## config.mk

```make
export PLATFORM = sky130hd
export DESIGN_NAME = alu_issue_stage
export DESIGN_NICKNAME = d
export VERILOG_FILES = /design/src/rtl/alu_pkg.sv /design/src/rtl/alu_decode.sv /design/src/rtl/alu_issue_stage.sv
export SDC_FILE = /design/constraint.sdc
export NUM_CORES = 1
export LEC_CHECK = 0
export BUFFER_PORTS_ARGS = -buffer_cell sky130_fd_sc_hd__buf_2
export CORE_MARGIN = 3
export CORE_UTILIZATION = 49
export DETAILED_ROUTE_END_ITERATION = 8
export PLACE_DENSITY_LB_ADDON = 0.1
export SLEW_MARGIN = 20
export SYNTH_ARGS = -nofsm -noshare
export SYNTH_HDL_FRONTEND = slang
export SYNTH_SLANG_ARGS = --single-unit
```

## constraint.sdc

```tcl
create_clock -name clk -period 2.39 [get_ports clk]
set_clock_uncertainty 0.15 [all_clocks]
set_input_delay 0.1195 -clock clk [delete_from_list [all_inputs] [get_ports clk]]
set_output_delay 0.1195 -clock clk [all_outputs]
set_load 0.01 [all_outputs]
```

## src/rtl/alu_pkg.sv

```systemverilog
// Shared ALU definitions: op codes, instruction opcode/func values, operand-B select and issue FSM states.
// The decoded-control struct carries an illegal flag only when ILLEGAL_TRAP_EN is defined.
package alu_pkg;

    localparam logic [5:0] ALU_ADD   = 6'd0;
    localparam logic [5:0] ALU_SUB   = 6'd1;
    localparam logic [5:0] ALU_AND   = 6'd2;
    localparam logic [5:0] ALU_OR    = 6'd3;
    localparam logic [5:0] ALU_NOT   = 6'd4;
    localparam logic [5:0] ALU_TCP   = 6'd5;
    localparam logic [5:0] ALU_SHL   = 6'd6;
    localparam logic [5:0] ALU_SHR   = 6'd7;
    localparam logic [5:0] ALU_LHI   = 6'd8;
    localparam logic [5:0] ALU_BNE   = 6'd9;
    localparam logic [5:0] ALU_BEQ   = 6'd10;
    localparam logic [5:0] ALU_BGZ   = 6'd11;
    localparam logic [5:0] ALU_BLZ   = 6'd12;
    localparam logic [5:0] ALU_PASSA = 6'd13;
    localparam logic [5:0] ALU_JPASS = 6'd28;
    localparam logic [5:0] ALU_ONE   = 6'd29;

    localparam logic [3:0] OP_BLZ   = 4'd3;
    localparam logic [3:0] OP_ADI   = 4'd4;
    localparam logic [3:0] OP_ORI   = 4'd5;
    localparam logic [3:0] OP_LHI   = 4'd6;
    localparam logic [3:0] OP_LWD   = 4'd7;
    localparam logic [3:0] OP_SWD   = 4'd8;
    localparam logic [3:0] OP_JMP   = 4'd9;
    localparam logic [3:0] OP_JAL   = 4'd10;
    localparam logic [3:0] OP_RTYPE = 4'd15;

    localparam logic [5:0] FN_SHR = 6'd7;
    localparam logic [5:0] FN_JPR = 6'd25;
    localparam logic [5:0] FN_JRL = 6'd26;
    localparam logic [5:0] FN_WWD = 6'd28;
    localparam logic [5:0] FN_HLT = 6'd29;

    // Link register written by JRL / JAL.
    localparam logic [1:0] LINK_REG = 2'd2;

    typedef enum logic [1:0] {
        BSEL_RT   = 2'd0,
        BSEL_SEXT = 2'd1,
        BSEL_ZEXT = 2'd2
    } bsel_e;

    typedef enum logic {
        ST_RUN    = 1'b0,
        ST_HALTED = 1'b1
    } state_e;

    typedef struct packed {
        logic [5:0]  alu_ctrl;
        bsel_e       b_sel;
        logic [15:0] imm;
        logic [1:0]  rs;
        logic [1:0]  rt;
        logic [1:0]  rd;
        logic        reg_write;
        logic        is_branch;
        logic        halt;
`ifdef ILLEGAL_TRAP_EN
        logic        illegal;
`endif
    } dec_t;

endpackage

```

## src/rtl/alu_decode.sv

```systemverilog
// Combinational decode of one instruction word into ALU control fields.
// Unrecognised encodings become a NOP (PASSA, no enables); flagged illegal under ILLEGAL_TRAP_EN.
module alu_decode
    import alu_pkg::*;
(
    input  logic [15:0] inst_i,
    output dec_t        dec_o
);

    logic [3:0] op;
    logic [5:0] fn;

    assign op = inst_i[15:12];
    assign fn = inst_i[5:0];

    always_comb begin
        dec_o          = '0;
        dec_o.alu_ctrl = ALU_PASSA;
        dec_o.rs       = inst_i[11:10];
        dec_o.rt       = inst_i[9:8];
        // I-type instructions write back to rt.
        dec_o.rd       = (op == OP_RTYPE) ? inst_i[7:6] : inst_i[9:8];

        if (op == OP_RTYPE) begin
            if (fn <= FN_SHR) begin
                dec_o.alu_ctrl  = fn;
                dec_o.reg_write = 1'b1;
            end else begin
                case (fn)
                    FN_JPR: dec_o.alu_ctrl = ALU_JPASS;
                    FN_JRL: begin
                        dec_o.alu_ctrl  = ALU_JPASS;
                        dec_o.reg_write = 1'b1;
                        dec_o.rd        = LINK_REG;
                    end
                    FN_WWD: dec_o.alu_ctrl = ALU_PASSA;
                    FN_HLT: begin
                        dec_o.alu_ctrl = ALU_ONE;
                        dec_o.halt     = 1'b1;
                    end
                    default: begin
`ifdef ILLEGAL_TRAP_EN
                        dec_o.illegal = 1'b1;
`endif
                    end
                endcase
            end
        end else if (op <= OP_BLZ) begin
            dec_o.alu_ctrl  = ALU_BNE + {2'b00, op};
            dec_o.is_branch = 1'b1;
        end else begin
            case (op)
                OP_ADI, OP_LWD: begin
                    dec_o.alu_ctrl  = ALU_ADD;
                    dec_o.b_sel     = BSEL_SEXT;
                    dec_o.reg_write = 1'b1;
                end
                OP_ORI: begin
                    dec_o.alu_ctrl  = ALU_OR;
                    dec_o.b_sel     = BSEL_ZEXT;
                    dec_o.reg_write = 1'b1;
                end
                OP_LHI: begin
                    dec_o.alu_ctrl  = ALU_LHI;
                    dec_o.b_sel     = BSEL_ZEXT;
                    dec_o.reg_write = 1'b1;
                end
                OP_SWD: begin
                    dec_o.alu_ctrl = ALU_ADD;
                    dec_o.b_sel    = BSEL_SEXT;
                end
                OP_JMP: dec_o.alu_ctrl = ALU_ONE;
                OP_JAL: begin
                    dec_o.alu_ctrl  = ALU_ONE;
                    dec_o.reg_write = 1'b1;
                    dec_o.rd        = LINK_REG;
                end
                default: begin
`ifdef ILLEGAL_TRAP_EN
                    dec_o.illegal = 1'b1;
`endif
                end
            endcase
        end

        case (dec_o.b_sel)
            BSEL_SEXT: dec_o.imm = {{8{inst_i[7]}}, inst_i[7:0]};
            BSEL_ZEXT: dec_o.imm = {8'h00, inst_i[7:0]};
            default:   dec_o.imm = '0;
        endcase
    end

endmodule

```

## src/rtl/alu_issue_stage.sv

```systemverilog
// ID/EX stage: decodes into a valid/ready output register, with a HLT freeze FSM and issue counter.
// ILLEGAL_TRAP_EN adds out_illegal and makes illegal encodings halt the stage like HLT.
module alu_issue_stage
    import alu_pkg::*;
#(
    parameter int CNT_W = 16
) (
    input  logic             clk,
    input  logic             reset_n,
    input  logic             in_valid,
    output logic             in_ready,
    input  logic [15:0]      in_inst,
    input  logic [15:0]      in_pc,
    input  logic             flush,
    output logic             out_valid,
    input  logic             out_ready,
    output logic [5:0]       out_alu_ctrl,
    output logic [1:0]       out_b_sel,
    output logic [15:0]      out_imm,
    output logic [1:0]       out_rs,
    output logic [1:0]       out_rt,
    output logic [1:0]       out_rd,
    output logic [15:0]      out_pc,
    output logic             out_reg_write,
    output logic             out_is_branch,
    output logic             out_halt,
`ifdef ILLEGAL_TRAP_EN
    output logic             out_illegal,
`endif
    output logic             halted,
    output logic [CNT_W-1:0] issue_count
);

    dec_t             dec, dec_q, dec_d;
    logic             valid_q, valid_d;
    logic [15:0]      pc_q, pc_d;
    logic [CNT_W-1:0] cnt_q, cnt_d;
    state_e           state_q, state_d;
    logic             load, trap;

    alu_decode u_decode (
        .inst_i (in_inst),
        .dec_o  (dec)
    );

    assign in_ready = (state_q == ST_RUN) && (!valid_q || out_ready);
    assign load     = in_valid && in_ready;
`ifdef ILLEGAL_TRAP_EN
    assign trap     = dec.halt || dec.illegal;
`else
    assign trap     = dec.halt;
`endif

    always_comb begin
        valid_d = valid_q;
        dec_d   = dec_q;
        pc_d    = pc_q;
        cnt_d   = cnt_q;
        if (valid_q && out_ready && !flush)
            cnt_d = cnt_q + CNT_W'(1);
        // Flush wins over a same-cycle load; the register contents are left as-is.
        if (flush) begin
            valid_d = 1'b0;
        end else if (load) begin
            valid_d = 1'b1;
            dec_d   = dec;
            pc_d    = in_pc;
        end else if (out_ready) begin
            valid_d = 1'b0;
        end
    end

    always_comb begin
        state_d = state_q;
        case (state_q)
            ST_RUN:    if (load && !flush && trap) state_d = ST_HALTED;
            // Only a flush of the still-held halting instruction resumes issue.
            ST_HALTED: if (flush && valid_q)       state_d = ST_RUN;
            default:   state_d = ST_RUN;
        endcase
    end

    always_ff @(posedge clk or negedge reset_n) begin
        if (!reset_n) begin
            valid_q <= 1'b0;
            dec_q   <= '0;
            pc_q    <= '0;
            cnt_q   <= '0;
            state_q <= ST_RUN;
        end else begin
            valid_q <= valid_d;
            dec_q   <= dec_d;
            pc_q    <= pc_d;
            cnt_q   <= cnt_d;
            state_q <= state_d;
        end
    end

    assign out_valid     = valid_q;
    assign out_alu_ctrl  = dec_q.alu_ctrl;
    assign out_b_sel     = dec_q.b_sel;
    assign out_imm       = dec_q.imm;
    assign out_rs        = dec_q.rs;
    assign out_rt        = dec_q.rt;
    assign out_rd        = dec_q.rd;
    assign out_pc        = pc_q;
    assign out_reg_write = dec_q.reg_write;
    assign out_is_branch = dec_q.is_branch;
    assign out_halt      = dec_q.halt;
`ifdef ILLEGAL_TRAP_EN
    assign out_illegal   = dec_q.illegal;
`endif
    assign halted        = (state_q == ST_HALTED);
    assign issue_count   = cnt_q;

endmodule

```

==> results.yml <==
finish:
  synthToLayoutAreaGrowth_pct: 37.2
  fin_area_um2: 3920
  finalNetCount: 482
  mostFrequentLayoutCell: "buf_2"
  antennaDiodeCount: 0
  final_cell_mix: "buf_2, nand2_1, dfrtp_1"
  drive_gt1_frac: 0.296
  fill_cells: 446
  post-route-util: 0.704
global_route:
  grt-ovfl-total: 0
  grt_pass1_vias: 2458
  grt_use_total: 0.224
  antenna_found_initial: 0
  grt_pass1_wl_um: 11400
  grt_max_degree: 34
hold_path:
  min_from: "in_inst[14]"
  hold_class: "primary input to flip-flop"
  min_to: "out_alu_ctrl[2]"
  whs_path_depth: 3
drt:
  drtIter0Drc: 116
  routedWlPerCell_um: 13.9
  wl_um: 7170
  vias: 2614
  ant_nets: 0
  drtPass1Iterations: 4
  vias_per_cell: 5.08
  drcViolationCount: 0
status:
  status: "finished, final reports clean"
die:
  fp.dieW_um: 82.4
  ios: 105
  core_region_area_um2: 5570
  die_area_um2: 6790
  core.rowCount: 27
  start_util: 0.513
  die_h_um: 82.4
power_and_ir_drop:
  p_int_uw: 1880
  pwr_density_cell_nw_per_um2: 680
  combPwrFrac: 0.196
  switchingPower_uw: 786
  swShare: 0.295
  seqPwrFrac: 0.456
  ir_worst_vdd_uv: 404
  p_leak_uw: 0.00212
  finalPower_uw: 2670
  clkPwrFrac: 0.348
logic_synthesis:
  synth_area_per_cell_um2: 9.28
  synth_cell_types: 40
  async_flop_share: 1.00
  synth_edf_count: 0
  ys.flop_type: "dfrtp_1"
  synthCells: 308
  yosysSeqAreaShare: 0.525
  ys_warn_count: 0
  ys_ff_latch: 60
  postSynthNetCount: 352
  synth_area_um2: 2860
timing:
  hold_viol: 0
  slew_viol_final: 0
  setup_tns_ns: 0
  tightest_slew_ns: 0.669
  timing.fmax_ghz: 0.499
  rsz0062_at_grt: "no"
  fin_crit_sh: 0.838
  slew_headroom: 0.554
  finalSetupViolations: 0
  whs_ns: 0.0822
  layout_min_cycle_time_ns: 2.00
placed_design:
  postPlaceCellArea_um2: 3410
  dpl.hpwl_um: 4810
  place_congestion: 0.849
  numPortBuffers: 104
worst_setup_path:
  required_ns: 2.47
  r2r.worst_path.cells: 4
  cp.arrival_ns: 2.09
  crit_path_end_kind: "flip-flop"
  path_class: "flip-flop to flip-flop"
  startpoint_type: "flip-flop"
  reg2reg_from: "out_valid"
  crit_fanout: 29
  reg2reg_slack_ns: 0.39
  r2r_end: "out_halt"
clock_network:
  cts_made_buffers: 9
  cts.clk_slew.worst_paths_ns: 0.07
  cts-root-buf: "clkbuf_8"
  cts_tree: "yes"
  cts_resized: 0
  clock_path_buffers: 2
  clk_latency_ns: 0.33
  cts.hold.buffers_added: 31
  cts_setup_buffers: 0
  ctsHtreeMaxLevel: 3
  clock_sinks: 60
run:
  drv_cap: 0
[layout make-up]
type / instances / area (µm²) / area share
multi-input combinational: 219 / 1220 / 0.311
sequential: 60 / 1500 / 0.383
clock inverter: 6 / 63.8 / 0.0163
timing repair buffer: 140 / 881 / 0.225
tap: 72 / 90.1 / 0.0230
clock buffer: 10 / 138 / 0.0351
inverter: 8 / 30.0 / 0.00766
[critical path, stage by stage (launching register included)]
cell     delay, ns
dfrtp_1       0.44
nor2b_4       0.17
or4b_4        0.66
buf_4         0.28
a21o_1        0.19
[through the flow]
step	cells	setup slack [ns]
after floorplan	308	0.552
after global placement	468	0.439
after detailed placement	468	0.412
after CTS	515	0.396
after global routing	515	0.305
final	515	0.386
[registers in the layout (all words and copies together), names as in the netlist]
signal,count
out_rd,2
issue_count,16
out_rt,2
out_imm,9
out_pc,16
out_reg_write,1
out_b_sel,2
out_alu_ctrl,6
out_is_branch,1
out_rs,2
out_valid,1
out_halt,1
halted,1
[synth_stat cells (2+ instances only)]
cell type,instances,area [µm²]
xnor2_1,15,131
and2_1,3,18.8
buf_2,4,20.0
a31oi_1,2,12.5
mux2_2,3,33.8
a21oi_1,5,25.0
nand3_1,16,80.1
nor2b_1,3,18.8
and3_1,3,18.8
inv_1,8,30.0
a221oi_1,2,17.5
nand2b_1,3,18.8
dfrtp_1,60,1500
o31ai_1,3,22.5
a22o_1,3,26.3
and4_1,2,17.5
ha_1,7,87.6
nand2_1,96,360
clkbuf_1,9,33.8
a21o_1,2,15.0
o21ai_0,12,60.1
nor4_1,2,12.5
nor2_1,16,60.1
buf_4,7,52.6
nand4_1,4,25.0
nor3_1,4,20.0
[cell families (layout without fill, tap and decap cells)]
logic type	after synthesis	count (layout)	synth area share
buffers and inverters	29	164	0.0516
DFF	60	60	0.525
and+or+nand+nor	160	160	0.256
adders and majority gates	7	7	0.0306
muxes	3	3	0.0118
xor gates and xnor gates	16	16	0.0490
AOI/OAI and AO/OA	33	33	0.0753
[power groups by stage]
stage | Sequential, µW | Combinational [µW] | Clock, µW
final | 1220 | 523 | 927
after global routing | 1230 | 583 | 1000
after CTS | 1220 | 528 | 940
after detailed placement | 1230 | 484 | 0
after global placement | 1230 | 473 | 0
after floorplan | 1280 | 192 | 0
[worst max-delay path by stage]
stage / start / end / slack (ns)
after global routing: out_valid / out_alu_ctrl[0] / 0.30
after floorplan: in_inst[15] / out_imm[0] / 0.55
after detailed placement: in_inst[12] / out_imm[0] / 0.41
final: out_valid / out_halt / 0.39
after global placement: out_valid / out_halt / 0.44
after CTS: out_valid / out_halt / 0.40
[per-layer routing]
layer	vias to the layer above	global-route usage	wire length [µm]
li1	1283	-	-
met1	1218	0.284	3090
met2	99	0.364	3470
met3	14	0.0510	484
met4	0	0.0997	122
met5	-	0	0
Power figures use the tool's default switching activity.
